--- config.mk ---
export PLATFORM = sky130hd
export DESIGN_NAME = lif_neuron_core_flat
export DESIGN_NICKNAME = d
export VERILOG_FILES = /design/src/rtl/lif_pkg.sv /design/src/rtl/lif_neuron_core_if.sv /design/src/rtl/lif_membrane_update.sv /design/src/rtl/lif_neuron_core.sv /design/src/flat_wrapper.sv
export SDC_FILE = /design/constraint.sdc
export NUM_CORES = 1
export LEC_CHECK = 0
export CORE_UTILIZATION = 30
export CTS_CLUSTER_DIAMETER = 50
export DETAILED_ROUTE_END_ITERATION = 10
export PLACE_DENSITY = 0.5
export SLEW_MARGIN = 40
export SYNTH_ARGS = -nofsm -noshare
export SYNTH_HDL_FRONTEND = slang
export SYNTH_SLANG_ARGS = --single-unit
--- constraint.sdc ---
create_clock -name clk -period 14.3 [get_ports clk]
set_clock_uncertainty 0.1 [all_clocks]
set_input_delay 2.145 -clock clk [delete_from_list [all_inputs] [get_ports clk]]
set_output_delay 2.145 -clock clk [all_outputs]
set_load 0.01 [all_outputs]
--- src/rtl/lif_pkg.sv ---
// Shared types and helpers for the leaky integrate-and-fire neuron.
package lif_pkg;

  typedef enum logic [0:0] {
    ST_INTEGRATE  = 1'b0,
    ST_REFRACTORY = 1'b1
  } lif_state_e;

  localparam int SPIKE_CNT_W = 16;

  // Clamp a sign-extended value into the signed range of 'width' bits.
  // 'width' must be a constant between 2 and 31 at every call site.
  function automatic logic signed [31:0] saturate(input logic signed [31:0] val,
                                                  input int width);
    logic signed [31:0] max_v;
    logic signed [31:0] min_v;
    max_v = (32'sd1 <<< (width - 1)) - 32'sd1;
    min_v = -(32'sd1 <<< (width - 1));
    if (val > max_v)      saturate = max_v;
    else if (val < min_v) saturate = min_v;
    else                  saturate = val;
  endfunction

endpackage

--- src/rtl/lif_neuron_core_if.sv ---
// Input strobe, threshold and observable outputs of one neuron.
interface lif_neuron_core_if #(
  parameter int N_STAGE = 6,
  parameter int MEM_W   = 16
);
  import lif_pkg::*;

  logic                         y_valid;
  logic signed [N_STAGE+1:0]    y_in;
  logic        [MEM_W-2:0]      threshold;
  logic                         spike_out;
  logic signed [MEM_W-1:0]      mem_out;
  logic                         refractory;
  logic                         dropped;
  logic        [SPIKE_CNT_W-1:0] spike_count;

  modport master (
    output y_valid, y_in, threshold,
    input  spike_out, mem_out, refractory, dropped, spike_count
  );

  modport slave (
    input  y_valid, y_in, threshold,
    output spike_out, mem_out, refractory, dropped, spike_count
  );
endinterface

--- src/rtl/lif_membrane_update.sv ---
// Combinational leak, integrate, saturate and fire compare for one event.
module lif_membrane_update
  import lif_pkg::*;
#(
  parameter int N_STAGE    = 6,
  parameter int MEM_W      = 16,
  parameter int LEAK_SHIFT = 3
) (
  input  logic signed [MEM_W-1:0]   mem_i,
  input  logic signed [N_STAGE+1:0] y_i,
  input  logic        [MEM_W-2:0]   threshold_i,
  output logic signed [MEM_W-1:0]   next_mem_o,
  output logic                      fire_o
);

  localparam int EXT_W = MEM_W + 2;

  logic signed [EXT_W-1:0] mem_x;
  logic signed [EXT_W-1:0] leak_x;
  logic signed [EXT_W-1:0] y_x;
  logic signed [EXT_W-1:0] sum_x;
  logic signed [31:0]      sat_x;
  logic signed [MEM_W-1:0] thr_s;

  // Two guard bits make mem - leak + y overflow-free before clamping.
  assign mem_x  = {{2{mem_i[MEM_W-1]}}, mem_i};
  assign y_x    = {{(EXT_W-N_STAGE-2){y_i[N_STAGE+1]}}, y_i};
  assign leak_x = mem_x >>> LEAK_SHIFT;
  assign sum_x  = mem_x - leak_x + y_x;
  assign sat_x  = saturate(32'(sum_x), MEM_W);

  assign next_mem_o = sat_x[MEM_W-1:0];
  assign thr_s      = {1'b0, threshold_i};
  assign fire_o     = (threshold_i != '0) && (next_mem_o >= thr_s);

endmodule

--- src/rtl/lif_neuron_core.sv ---
// Event-driven LIF neuron: integrate on each valid sum, fire, then hold off.
//   state          | meaning
//   ST_INTEGRATE   | accepting y_valid events, membrane evolves
//   ST_REFRACTORY  | inputs dropped, hold-off counter running down
module lif_neuron_core
  import lif_pkg::*;
#(
  parameter int N_STAGE    = 6,
  parameter int MEM_W      = 16,
  parameter int LEAK_SHIFT = 3,
  parameter int REFRAC     = 4
) (
  input  logic               clk,
  input  logic               rst,
  lif_neuron_core_if.slave   bus
);

  localparam logic [0:0] S_INTEGRATE  = ST_INTEGRATE;
  localparam logic [0:0] S_REFRACTORY = ST_REFRACTORY;
  localparam int         CNT_W        = (REFRAC > 0) ? $clog2(REFRAC + 1) : 1;

  logic [0:0]              state_q, state_d;
  logic signed [MEM_W-1:0] mem_q, mem_d;
  logic                    spike_q, spike_d;
  logic                    drop_q, drop_d;
  logic [CNT_W-1:0]        cnt_q, cnt_d;
  logic [SPIKE_CNT_W-1:0]  scnt_q, scnt_d;

  logic signed [MEM_W-1:0] next_mem;
  logic                    fire;
  logic signed [MEM_W-1:0] thr_ext;

  lif_membrane_update #(
    .N_STAGE    (N_STAGE),
    .MEM_W      (MEM_W),
    .LEAK_SHIFT (LEAK_SHIFT)
  ) u_update (
    .mem_i       (mem_q),
    .y_i         (bus.y_in),
    .threshold_i (bus.threshold),
    .next_mem_o  (next_mem),
    .fire_o      (fire)
  );

  assign thr_ext = {1'b0, bus.threshold};

  always_comb begin
    state_d = state_q;
    mem_d   = mem_q;
    spike_d = 1'b0;
    drop_d  = 1'b0;
    cnt_d   = cnt_q;
    scnt_d  = scnt_q;
    case (state_q)
      S_INTEGRATE: begin
        if (bus.y_valid) begin
          if (fire) begin
            // Reset by subtraction keeps the overshoot above threshold.
            mem_d   = next_mem - thr_ext;
            spike_d = 1'b1;
            scnt_d  = scnt_q + SPIKE_CNT_W'(1);
            if (REFRAC > 0) begin
              cnt_d   = CNT_W'(REFRAC);
              state_d = S_REFRACTORY;
            end
          end else begin
            mem_d = next_mem;
          end
        end
      end
      default: begin
        drop_d = bus.y_valid;
        cnt_d  = cnt_q - CNT_W'(1);
        if (cnt_q == CNT_W'(1)) state_d = S_INTEGRATE;
      end
    endcase
  end

  always_ff @(posedge clk) begin
    if (rst) begin
      state_q <= S_INTEGRATE;
      mem_q   <= '0;
      spike_q <= 1'b0;
      drop_q  <= 1'b0;
      cnt_q   <= '0;
      scnt_q  <= '0;
    end else begin
      state_q <= state_d;
      mem_q   <= mem_d;
      spike_q <= spike_d;
      drop_q  <= drop_d;
      cnt_q   <= cnt_d;
      scnt_q  <= scnt_d;
    end
  end

  assign bus.spike_out   = spike_q;
  assign bus.mem_out     = mem_q;
  assign bus.refractory  = (state_q == S_REFRACTORY);
  assign bus.dropped     = drop_q;
  assign bus.spike_count = scnt_q;

endmodule

--- src/flat_wrapper.sv ---
// flat-port wrapper written by rule: the top's interface ports become plain ports
module lif_neuron_core_flat import lif_pkg::*;
#(
  parameter int N_STAGE    = 6,
  parameter int MEM_W      = 16,
  parameter int LEAK_SHIFT = 3,
  parameter int REFRAC     = 4
)
  (clk, rst, bus_y_valid, bus_y_in, bus_threshold, bus_spike_out, bus_mem_out, bus_refractory, bus_dropped, bus_spike_count);
  lif_neuron_core_if #(.N_STAGE(N_STAGE), .MEM_W(MEM_W)) bus_i ();
  input  logic clk;
  input  logic rst;
  input wire logic [$bits(bus_i.y_valid)-1:0] bus_y_valid;
  input wire logic [$bits(bus_i.y_in)-1:0] bus_y_in;
  input wire logic [$bits(bus_i.threshold)-1:0] bus_threshold;
  output wire logic [$bits(bus_i.spike_out)-1:0] bus_spike_out;
  output wire logic [$bits(bus_i.mem_out)-1:0] bus_mem_out;
  output wire logic [$bits(bus_i.refractory)-1:0] bus_refractory;
  output wire logic [$bits(bus_i.dropped)-1:0] bus_dropped;
  output wire logic [$bits(bus_i.spike_count)-1:0] bus_spike_count;
  assign bus_i.y_valid = bus_y_valid;
  assign bus_i.y_in = bus_y_in;
  assign bus_i.threshold = bus_threshold;
  assign bus_spike_out = bus_i.spike_out;
  assign bus_mem_out = bus_i.mem_out;
  assign bus_refractory = bus_i.refractory;
  assign bus_dropped = bus_i.dropped;
  assign bus_spike_count = bus_i.spike_count;
  lif_neuron_core #(.N_STAGE(N_STAGE), .MEM_W(MEM_W), .LEAK_SHIFT(LEAK_SHIFT), .REFRAC(REFRAC)) u_core (.clk(clk), .rst(rst), .bus(bus_i));
endmodule
Word-level counts from Yosys, hierarchy flattened

Index checks and enable logic that the tools add are counted.

Register bits: 38
Input bits: 26
Output and inout port bits: 35

$add $sub $neg: 5
$lt $le $gt $ge: 3
Equal/unequal tests: 1
Muxes and demuxes: 10
Bitwise logic cells: 1
Reduce and logical (&&, ||, !) cells: 9

Operator list:

| cell                  | number |
|---|---|
| $mux 16               | 3 |
| $add 17x8->18         | 1 |
| $gt 18x16->1 const B  | 1 |
| $lt 18x16->1 const B  | 1 |
| $sub 16x13->17        | 1 |
| $add 16x1->16 const B | 1 |
| $ge 16x16->1          | 1 |
| $sub 16x16->16        | 1 |
| $reduce_bool 15->1    | 1 |
| $mux 3                | 3 |
| $mux 1                | 4 |
| $reduce_and 2->1      | 2 |
| $reduce_bool 2->1     | 2 |
| $reduce_or 2->1       | 2 |
| $eq 3x1->1 const B    | 1 |
| $reduce_and 3->1      | 1 |
| $sub 3x1->3 const B   | 1 |
| $logic_and 1x1->1     | 1 |
| $not 1->1             | 1 |

Depth between registers and ports, before layout

Gate-level depths: netlist of the first run.

Depth after elaboration: 10
Depth in mapped cells: 27
Mapped depth without buffers: 25

Modules after synthesis

From an unflattened synthesis of the first run, not the netlist that was laid out.

Cell total of the unflattened synthesis: 550
Area, all modules: 4274.1 um^2

Modules (own cells, without submodules):

| module              | instances | cells each | area an instance (um^2) | sequential area each (um^2) |
|---|---|---|---|---|
| lif_neuron_core     | 1         | 309        | 2474.9                  | 760.7 |
| lif_membrane_update | 1         | 241        | 1799.2                  | 0.0 |

Worst setup path after synthesis of the first run

No wires, ideal clock.

Path kind: input to register
Start point: input bus_y_in[7]
End point: register u_core.mem_q[15] (netlist: u_core.bus.mem_out[15])
Library setup time: 91 ps
Data arrival time: 6914 ps
Data required time: 14109 ps
Path slack: 7195 ps
Cell stages on the path: 20
Buffers on the path: 1
Cells stage by stage: inv_1 > fa_1 > inv_1 > ha_1 > a211oi_1 > nand4_1 > o31ai_1 > or2_1 > a21oi_1 > buf_2 > or2_0 > nand2_1 > ha_1 > a21o_1 > a21bo_2 > a211o_1 > a221o_1 > a21o_1 > a211o_1 > a311oi_1

Word-level cells in the longest chain between the ends: 7
Elaborated cells on any way between the ends: 9
Those cells by class: 2 x add/sub; 3 x order compare; 3 x mux; 1 x reduce/logical

RTL lines:

| what                   | line                      | text |
|---|---|---|
| start: declaration     | flat_wrapper.sv:14        | `input wire logic [$bits(bus_i.y_in)-1:0] bus_y_in;` |
| $add 17x8->18 *        | lif_membrane_update.sv:29 | `assign sum_x = mem_x - leak_x + y_x;` |
| $lt 18x16->1           | lif_pkg.sv:20             | `else if (val < min_v) saturate = min_v;` |
| $mux 16                | lif_pkg.sv:20             |  |
| $mux 16 *              | lif_pkg.sv:19             | `if (val > max_v) saturate = max_v;` |
| $ge 16x16->1           | lif_membrane_update.sv:34 | `assign fire_o = (threshold_i != '0) && (next_mem_o >= thr_s);` |
| $logic_and 1x1->1      | lif_membrane_update.sv:34 |  |
| $mux 16 *              | lif_neuron_core.sv:57     | `if (fire) begin` |
| end signal: assignment | lif_neuron_core.sv:89     | `mem_q <= mem_d;` |
| end: declaration       | lif_neuron_core.sv:23     | `logic signed [MEM_W-1:0] mem_q, mem_d;` |

Mark *: on every way between the ends. The rest lies on a longest branch, timed or not.
A chain may end at the register's enable or synchronous reset.

Worst setup path in the final report of the first run

Start point: input bus_y_in[7]
End point: register u_core.scnt_q[3] (netlist: u_core.bus.spike_count[3])

Word-level cells in the longest chain between the ends: 7
Elaborated cells on any way between the ends: 8
Those cells by class: 1 x add/sub; 3 x order compare; 2 x mux; 2 x reduce/logical

RTL lines:

| what                                | line                      | text |
|---|---|---|
| $add 17x8->18 *                     | lif_membrane_update.sv:29 |  |
| $lt 18x16->1                        | lif_pkg.sv:20             |  |
| $mux 16                             | lif_pkg.sv:20             |  |
| $mux 16 *                           | lif_pkg.sv:19             |  |
| $ge 16x16->1 *                      | lif_membrane_update.sv:34 |  |
| $logic_and 1x1->1 *                 | lif_membrane_update.sv:34 |  |
| $reduce_and 3->1 (no source line) * | --                        |  |
| end signal: assignment              | lif_neuron_core.sv:93     | `scnt_q <= scnt_d;` |
| end: declaration                    | lif_neuron_core.sv:27     | `logic [SPIKE_CNT_W-1:0] scnt_q, scnt_d;` |

Marked as above.

==> impl_results.md, run 1 <==
- RR Startpoint: u_core.bus.mem_out[14]$_SDFFE_PP0P_
- Min-Delay Startpoint: u_core.cnt_q[0]$_SDFFE_PP0P_
- Vias in the first global route: 3,560
- Placed insts: 739
- Ys async rst share: 0%
- Syn Area/Cell: 7.68 um2
- Clock buffer depth: 2
- Most common library cells after synthesis: 76 x inv_1, 45 x nand2_1, 44 x a21oi_1
- Top cells by area, synth: dfxtp_1 19%, ha_1 12%, fa_1 8.0%
- Reg2Reg Depth: 23
- RSZ-0062 raised after global routing: false
- Post_cts resized: 0
- Register area: 761 um2
- Synth unique cells: 62
- DIE AREA: 13,800 um2
- Num CTS Buffers: 5
- Total number of vias: 3,711
- Crit-path slowest cell: a211oi_1
- Final net count: 654
- Top-area cell type share of the netlist area: 19.1%
- Final setup TNS: 0 ns
- Initial core utilization: 31.2%
- Worst slew margin: 58.4%
- Worst Path Arrival: 8.53 ns
- GR Util met3: 1.80%
- First-pass GRT wire length: 17,800 um
- Synth Instances: 519
- # IOs: 61
- Routability cong.: 0.889
- Sequential area share after synthesis: 19.1%
- CP peak stage delay: 0.55 ns
- DRT Wirelength: 11,100 um
- Largest net degree at the start of global routing: 39
- Max Cap Viol: 0
- Site Rows: 41
- CP Cell Sequence: clkdlybuf4s50_1, inv_1, fa_1, inv_1, ha_1, a211oi_1, nand4_1, o31ai_1, or2_1, a21oi_1, buf_4, a21o_2, ha_1, inv_1, fa_1, nand3_1, nand2_1, a31oi_1, nor3_1, o311a_1, and2_1, nand2_1, or3_1, a21oi_1
- Reg2Reg Setup Slack: 7.87 ns
- I/O Buffers: 60
- Worst-Margin Slew: 0.625 ns
- Hold buffer count at cts: 0
- Tcrit/Tclk final: 58.9%
- Final Max Slew Viols: 0
- Post-route ant nets: 0
- Hold path endpoint: u_core.cnt_q[0]$_SDFFE_PP0P_
- TritonCTS clock tree: done
- Syn Nets: 599
- Most numerous cell in the Yosys netlist: inv_1
- Initial DRC Count: 160
- CTS root buf: clkbuf_16
- Pre-antenna DRT Iters: 4
- Die Ht: 117 um
- GR Util met2: 29.1%
- Setup crit end kind: flop
- Diodes inserted: 0
- H-tree Lvls: 2
- CP Class: in2reg
- Clk sinks: 38
- Cells on Worst Hold Path: 2
- CP startpoint kind: input port
- Area of the multi-input gates: 2860 um2
- Fmax achieved: 119 MHz
- Chip width: 117 um
- Met1 global-route usage: 22.2%
- Largest area contributor in the netlist: dfxtp_1
- # fillers: 1,316
- Clock slew at reported path FFs: 0.06 ns
- Setup-failing EPs final: 0
- Core area: 12,800 um2
- Non-Filler Instances: 747
- DR DRC count: 0
- Min Tclk post-route: 8.42 ns
- Crit Path Max Fanout: 21
- Ys flop type: dfxtp_1
- Most used routing layer: met2
- Share of layout cells above drive strength 1: 4.87%
- Vias per cell: 4.97
- Most used cell, CP: inv_1
- GRT Overall Usage: 16.8%
- Critical Path RT: 14.41 ns
- Synth warn: 0
- Capturing point of the worst reg2reg path: u_core.bus.spike_count[3]$_SDFFE_PP0P_
- Wire per inst: 14.8 um
- Total grt overflow: 0
- Initial antenna violation count: 0
- Synth-to-layout area growth: 23.8%
- Hold/Removal Path Class: reg2reg
- Hold Vio Cnt, Final: 0
- #FFs+latches synth: 38
- Post-DP HPWL: 9110 um
- Later-pin clock latency in the skew report: 0.28 ns
- Post-Syn Area: 3990 um2
- Setup repair bufs after CTS: 0
- Status: finished, final reports clean
- Post-synth EDFFs: 0
[critical path, delay by kind of cell]
family | cells | cell delay, ns
AOI/OAI and AO/OA | 7 | 1.84
adders and majority gates | 4 | 1.28
buffers and inverters | 5 | 1.06
and+or+nand+nor | 8 | 2.19
[how the worst max path moves through the flow]
stage / from / endpoint / slack (ns) / cells past startpoint
global route: bus_y_in[7] / u_core.bus.mem_out[5]$_SDFFE_PP0P_ / 5.45 / 23
global placement: bus_y_in[7] / u_core.bus.spike_count[3]$_SDFFE_PP0P_ / 5.90 / 24
floorplan: bus_y_in[7] / u_core.bus.mem_out[15]$_SDFFE_PP0P_ / 7.20 / 20
detailed placement: bus_y_in[7] / u_core.bus.spike_count[3]$_SDFFE_PP0P_ / 5.68 / 24
CTS: bus_y_in[7] / u_core.bus.spike_count[3]$_SDFFE_PP0P_ / 5.95 / 24
finish: bus_y_in[7] / u_core.bus.spike_count[3]$_SDFFE_PP0P_ / 5.88 / 24
[routing by layer]
metal / wire [um] / vias to the layer above
li1: - / 1901
met1: 5470 / 1744
met2: 5190 / 55
met3: 280 / 11
met4: 136 / 0
met5: 0 / -
[area by class of cell]
type                       instances  share of cell area, %
multi-input combinational        390                   57.9
sequential                        38                   15.4
timing repair buffer              63                   12.6
inverter                          76                   5.78
tap                              172                   4.36
clock buffer                       5                   2.54
clock inverter                     3                   1.39
[layout by cell type (no fill, tap or decap), types with 3 or more instances in the layout]
| cell | netlist | layout |
|---|---|---|
| or2_2 | 3 | 3 |
| a31oi_1 | 6 | 6 |
| nand4_1 | 9 | 9 |
| a211oi_1 | 7 | 7 |
| dfxtp_1 | 38 | 38 |
| o22ai_1 | 4 | 4 |
| fa_1 | 16 | 16 |
| xnor2_1 | 16 | 16 |
| o21a_1 | 6 | 6 |
| clkbuf_16 | 0 | 5 |
| o21ai_0 | 32 | 32 |
| ha_1 | 38 | 38 |
| xor2_1 | 17 | 17 |
| and3_1 | 4 | 4 |
| nor3_1 | 12 | 12 |
| buf_4 | 2 | 3 |
| nor4_1 | 5 | 5 |
| or3_1 | 5 | 5 |
| nor2_1 | 36 | 36 |
| nand3_1 | 9 | 9 |
| a21oi_1 | 44 | 44 |
| nand2_1 | 45 | 45 |
| and2_1 | 6 | 6 |
| o211ai_1 | 5 | 5 |
| nand2b_1 | 9 | 9 |
| clkdlybuf4s50_1 | 0 | 60 |
| inv_1 | 76 | 76 |
| nor2b_1 | 3 | 3 |
| a21o_1 | 15 | 15 |
| a32o_1 | 3 | 3 |
[through the flow]
step / setup WS [ns] / hold WS, ns / area [um2] / utilization, %
3_3_place_gp: 5.90 / 0.377 / 4740 / 37.1
6_report: 5.88 / 0.395 / 4930 / 38.6
3_5_place_dp: 5.68 / 0.384 / 4740 / 37.1
5_1_grt: 5.45 / 0.406 / 4930 / 38.6
4_1_cts: 5.95 / 0.392 / 4930 / 38.6
2_1_floorplan: 7.20 / 0.361 / 3990 / -
[cell families (layout without fill, tap and decap cells)]
group,Yosys count,count (layout),synth area share (%)
AOI/OAI and AO/OA,146,146,25.1
xor gates and xnor gates,33,33,7.25
adders and majority gates,54,54,20.0
buffers and inverters,91,147,9.26
DFF,38,38,19.1
muxes,1,1,0.251
and+or+nand+nor,156,156,19.1
[flip-flops by register name, summed over array words and instances (netlist names)]
| register | flops |
|---|---|
| u_core.bus.spike_out | 1 |
| u_core.bus.refractory | 1 |
| u_core.bus.dropped | 1 |
| u_core.bus.spike_count | 16 |
| u_core.bus.mem_out | 16 |
| u_core.cnt_q | 3 |
Power of run 1 is not shown: default switching activity piles up to over one toggle a cycle in this logic, so the estimate is an artifact.
==> run 2: changes to the inputs <==
--- a/config.mk
+++ b/config.mk
@@ -8,7 +8,7 @@
 export CORE_UTILIZATION = 30
 export CTS_CLUSTER_DIAMETER = 50
 export DETAILED_ROUTE_END_ITERATION = 10
-export PLACE_DENSITY = 0.5
+export PLACE_DENSITY = 0.52
 export SLEW_MARGIN = 40
 export SYNTH_ARGS = -nofsm -noshare
 export SYNTH_HDL_FRONTEND = slang
==> constraint.sdc (replaced) <==
create_clock -name clk -period 7.4 [get_ports clk]
set_clock_uncertainty 0.1 [all_clocks]
set_input_delay 1.11 -clock clk [delete_from_list [all_inputs] [get_ports clk]]
set_output_delay 1.11 -clock clk [all_outputs]
set_load 0.01 [all_outputs]
==> run 2 against run 1 <==
Against the previous run:
- via count grew 1.8%
- non-clock buffer count rose by 4
- setup slack worse by 5.3 ns
- die area unchanged
- final cell count rose by 0.54%
- critical endpoint is now u_core.bus.mem_out[1]$_SDFFE_PP0P_
- register-to-register slack got worse by 6.4 ns
- critical path depth fell by 1
- design area shrank 0.25%
- hold slack worse by 0.0031 ns
- count of clock-buffer cells in the layout increased by 1
- first-iteration DRC count increased by 33%
- sequential share of layout area about the same
==> impl_results.md, run 2 (synthesized netlist as in run 1, its figures left out) <==
- Initial antenna violation count: 0
- Setup-failing EPs final: 0
- Wire per inst: 14.7 um
- Commonest cells after routing, fill and taps aside: 76 x inv_1, 60 x clkdlybuf4s50_1, 45 x nand2_1
- Post-route ant nets: 0
- Core area: 12,800 um2
- Chip width: 117 um
- Crit Path Max Fanout: 21
- Worst Path Arrival: 6.89 ns
- Setup crit end kind: flop
- Final setup TNS: 0 ns
- Register area: 761 um2
- Worst-Margin Slew: 0.545 ns
- First-pass GRT wire length: 18,300 um
- I/O Buffers: 60
- Setup repair bufs after CTS: 0
- Total grt overflow: 0
- CP startpoint kind: input port
- Hold Vio Cnt, Final: 0
- Status: finished, final reports clean
- Initial DRC Count: 213
- Cells on Worst Hold Path: 2
- DR DRC count: 0
- Largest net degree at the start of global routing: 39
- Leading cell type in the layout, fill and taps excluded: inv_1
- Vias in the first global route: 3,704
- Reg2Reg Depth: 22
- Die Ht: 117 um
- TritonCTS clock tree: done
- Routability cong.: 0.868
- DIE AREA: 13,800 um2
- Vias per cell: 5.03
- RSZ-0062 raised after global routing: false
- Synth-to-layout area growth: 23.5%
- Hold/Removal Path Class: reg2reg
- Final net count: 658
- Later-pin clock latency in the skew report: 0.28 ns
- Num CTS Buffers: 5
- Clk sinks: 38
- Worst slew margin: 63.6%
- # IOs: 61
- DRT Wirelength: 11,000 um
- Min Tclk post-route: 6.80 ns
- # fillers: 1,310
- CP Cell Sequence: clkdlybuf4s50_1, inv_1, fa_1, inv_1, ha_1, nand4_1, o211a_1, o211a_4, a311oi_4, or2_1, a21oi_1, buf_4, o21ai_0, ha_1, a21oi_1, nand2_1, a31oi_1, nor3_1, o311a_1, and2_1, nand2_1, o22ai_1, a211oi_1
- Tcrit/Tclk final: 91.9%
- Post-DP HPWL: 9070 um
- GRT Overall Usage: 17.1%
- Fmax achieved: 147 MHz
- H-tree Lvls: 2
- Crit-path slowest cell: fa_1
- Pre-antenna DRT Iters: 4
- Initial core utilization: 31.2%
- Max Cap Viol: 0
- Clock buffer depth: 2
- Clock slew at reported path FFs: 0.06 ns
- Area of the multi-input gates: 2860 um2
- CP peak stage delay: 0.54 ns
- Setup ws final: 0.598 ns
- Site Rows: 41
- CP Class: in2reg
- Post_cts resized: 0
- Hold buffer count at cts: 0
- Share of layout cells above drive strength 1: 5.53%
- Critical Path RT: 7.49 ns
- Final Max Slew Viols: 0
- Diodes inserted: 0
- Total number of vias: 3,778
- CTS root buf: clkbuf_16
- Placement Setup Slack: 0.355 ns
[run 2: final timing paths]
path | from | endpoint | slack [ns]
worst max-delay path | bus_y_in[7] | u_core.bus.mem_out[1]$_SDFFE_PP0P_ | 0.60
worst min-delay path | u_core.cnt_q[0]$_SDFFE_PP0P_ | u_core.cnt_q[0]$_SDFFE_PP0P_ | 0.39
worst max register to register | u_core.bus.mem_out[7]$_SDFFE_PP0P_ | u_core.bus.mem_out[1]$_SDFFE_PP0P_ | 1.51
worst min register to register | u_core.cnt_q[0]$_SDFFE_PP0P_ | u_core.cnt_q[0]$_SDFFE_PP0P_ | 0.39
[run 2: cell type report]
| cell class | count | share of cell area (%) |
|---|---|---|
| timing repair buffer | 67 | 13.3 |
| tap | 172 | 4.37 |
| sequential | 38 | 15.5 |
| clock inverter | 2 | 0.254 |
| multi-input combinational | 390 | 58.0 |
| clock buffer | 6 | 2.82 |
| inverter | 76 | 5.80 |
[run 2: layer usage]
metal  vias to the layer above  part of all wire [%]  global-route usage (%)
met3                         9                   3.2                    2.11
met1                      1784                    48                    22.5
met5                         -                     0                       0
met2                        78                    48                    30.2
li1                       1907                     -                       -
met4                         0                  0.77                    2.70
[run 2: per-stage QoR]
stage / instance area (um2) / utilization, % / hold slack, ns / cells
2_1_floorplan: 3990 / - / 0.361 / 519
3_3_place_gp: 4770 / 37.3 / 0.377 / 743
3_5_place_dp: 4770 / 37.3 / 0.388 / 743
4_1_cts: 4920 / 38.5 / 0.398 / 751
5_1_grt: 4920 / 38.5 / 0.419 / 751
6_report: 4920 / 38.5 / 0.392 / 751
[run 2: critical path, delay by kind of cell]
family                   cells  cell delay (ns)
buffers and inverters        4             0.97
AO/OA/AOI/OAI               10             2.39
AND/OR/NAND/NOR              6             1.14
adder cells (fa/ha/maj)      3             1.26
Power of run 2 is left out for the same reason.
==> run 3: changes to the inputs <==
==> constraint.sdc (replaced) <==
create_clock -name clk -period 5.85 [get_ports clk]
set_clock_uncertainty 0.1 [all_clocks]
set_input_delay 0.8775 -clock clk [delete_from_list [all_inputs] [get_ports clk]]
set_output_delay 0.8775 -clock clk [all_outputs]
set_load 0.01 [all_outputs]
==> run 3 against run 2 <==
Against the previous run:
- critical path depth rose by 2
- non-clock buffer count is 126 higher
- wire length grew 14%
- sequential cell count stayed put
- via count increased by 13%
- setup slack got worse by 0.40 ns
- global-route usage rose by 1.4 points
- sequential share of layout area down 3.3 points
- core utilization increased by 10 points
- die area unchanged
==> impl_results.md, run 3 (synthesized netlist as in run 1, its figures left out) <==
- Final net count: 784
- Synth-to-layout area growth: 56.4%
- Reg2Reg Setup Slack: 0.46 ns
- Most used cell, CP: buf_4
- CP startpoint kind: input port
- DRT Wirelength: 12,500 um
- Site Rows: 41
- Commonest cells after routing, fill and taps aside: 126 x buf_4, 64 x inv_1, 53 x clkdlybuf4s50_1
- Setup crit end kind: flop
- Initial DRC Count: 231
- Final Max Slew Viols: 0
- CP Class: in2reg
- RR Startpoint: u_core.bus.mem_out[9]$_SDFFE_PP0P_
- Num CTS Buffers: 5
- H-tree Lvls: 2
- Capturing point of the worst reg2reg path: u_core.bus.mem_out[9]$_SDFFE_PP0P_
- Post-DP HPWL: 9960 um
- Max Cap Viol: 0
- Crit Path Max Fanout: 6
- CTS root buf: clkbuf_16
- Initial antenna violation count: 0
- Vias per cell: 4.85
- Initial core utilization: 31.2%
- Min-Delay Startpoint: u_core.cnt_q[0]$_SDFFE_PP0P_
- Die Ht: 117 um
- Largest net degree at the start of global routing: 39
- Share of layout cells above drive strength 1: 30.6%
- Critical path startpoint: bus_y_in[7]
- CP peak stage delay: 0.48 ns
- Setup-failing EPs final: 0
- Total number of vias: 4,252
- GRT Overall Usage: 18.5%
- Pre-antenna DRT Iters: 4
- Worst Path Arrival: 5.75 ns
- Status: finished, final reports clean
- Min Tclk post-route: 5.66 ns
- Hold Vio Cnt, Final: 0
- Diodes inserted: 0
- Clock buffer depth: 2
- Crit-path slowest cell: fa_1
- Post-DP Area: 5590 um2
- Worst slew margin: 64.8%
- Critical Path RT: 5.95 ns
- Hold path endpoint: u_core.cnt_q[0]$_SDFFE_PP0P_
- First-pass GRT wire length: 19,700 um
- Worst path top cell family by delay: compound AO/OA/AOI/OAI gates
- Fmax achieved: 177 MHz
- Cells on Worst Hold Path: 2
- Final Cell Area: 6230 um2
- DIE AREA: 13,800 um2
- Tcrit/Tclk final: 96.7%
- Clk sinks: 38
- Core area: 12,800 um2
- Routability cong.: 0.878
- TritonCTS clock tree: done
- Buf/Inv on CP: 8
- Leading cell type in the layout, fill and taps excluded: buf_4
- Vias in the first global route: 4,149
- # fillers: 1,227
- Chip width: 117 um
- DR DRC count: 0
- Post-route ant nets: 0
- Hold buffer count at cts: 0
- Total grt overflow: 0
- I/O Buffers: 60
- Reg2Reg Depth: 23
- Worst-Margin Slew: 0.527 ns
- Clock slew at reported path FFs: 0.06 ns
- Hold/Removal Path Class: reg2reg
- Later-pin clock latency in the skew report: 0.28 ns
- Wire per inst: 14.3 um
- # IOs: 61
## run 3: changes by cell type in the layout (fill, tap and decap cells not counted), sizes merged
cell,before,now
buf,7,132
clkdlybuf4s50,60,53
dlymetal6s2s,0,6
bufinv,0,2
clkbuf,6,7
clkinvlp,1,0
## run 3: per-layer routing
layer | GRT usage, % | routed length [um]
met1 | 23.4 | 5780
met2 | 33.3 | 6230
met3 | 2.42 | 366
met4 | 3.54 | 142
met5 | 0 | 0
## run 3: worst max-delay path by stage
stage,end,depth (start not counted)
2_1_floorplan,u_core.bus.mem_out[15]$_SDFFE_PP0P_,20
3_3_place_gp,u_core.bus.mem_out[13]$_SDFFE_PP0P_,24
3_5_place_dp,u_core.bus.mem_out[13]$_SDFFE_PP0P_,24
4_1_cts,u_core.bus.mem_out[13]$_SDFFE_PP0P_,25
5_1_grt,u_core.bus.mem_out[9]$_SDFFE_PP0P_,25
6_report,u_core.bus.mem_out[9]$_SDFFE_PP0P_,25
## run 3: cell type report
type                       instances  area (um2)  share of cell area, %
multi-input combinational        390        3150                   50.5
tap                              172         215                   3.45
timing repair buffer             193        1630                   26.1
clock buffer                       5         125                   2.01
inverter                          76         285                   4.58
clock inverter                     3        68.8                   1.10
sequential                        38         761                   12.2
## run 3: what timing repair did
item | CTS | global route
endpoints found under the setup margin | 37 | 37
pin swaps | 16 | 43
setup buffers | 11 | 5
gates resized for setup | 26 | 63
gates cloned | 0 | 1
## run 3: worst reg2reg max path, cell delays in order (launching register included)
cell and delay, ns:
dfxtp_1 0.40, inv_1 0.15, fa_1 0.56, inv_1 0.07, ha_4 0.26, a21oi_2 0.14, nor2b_1 0.07, or3_4 0.38
nor3_4 0.17, a2111oi_4 0.08, buf_4 0.16, o31ai_4 0.28, buf_4 0.16, buf_4 0.12, o21ai_1 0.10, ha_1 0.35
a21o_1 0.21, a21oi_1 0.19, nand2_1 0.08, o311a_1 0.41, and2_4 0.20, buf_4 0.13, or3_4 0.32, a221oi_2 0.23
## run 3: stage by stage
| stage | cells | TNS [ns] | hold slack [ns] | utilization (%) | setup WS, ns |
|---|---|---|---|---|---|
| 2_1_floorplan | 519 | 0 | 0.361 | - | 0.0129 |
| 3_3_place_gp | 852 | -12.62 | 0.372 | 43.8 | -0.706 |
| 3_5_place_dp | 852 | -17.75 | 0.387 | 43.8 | -0.750 |
| 4_1_cts | 871 | 0 | 0.395 | 46.9 | 0.00461 |
| 5_1_grt | 877 | -0.0185 | 0.426 | 48.8 | -0.0185 |
| 6_report | 877 | 0 | 0.387 | 48.8 | 0.194 |
Power of run 3 is left out for the same reason.
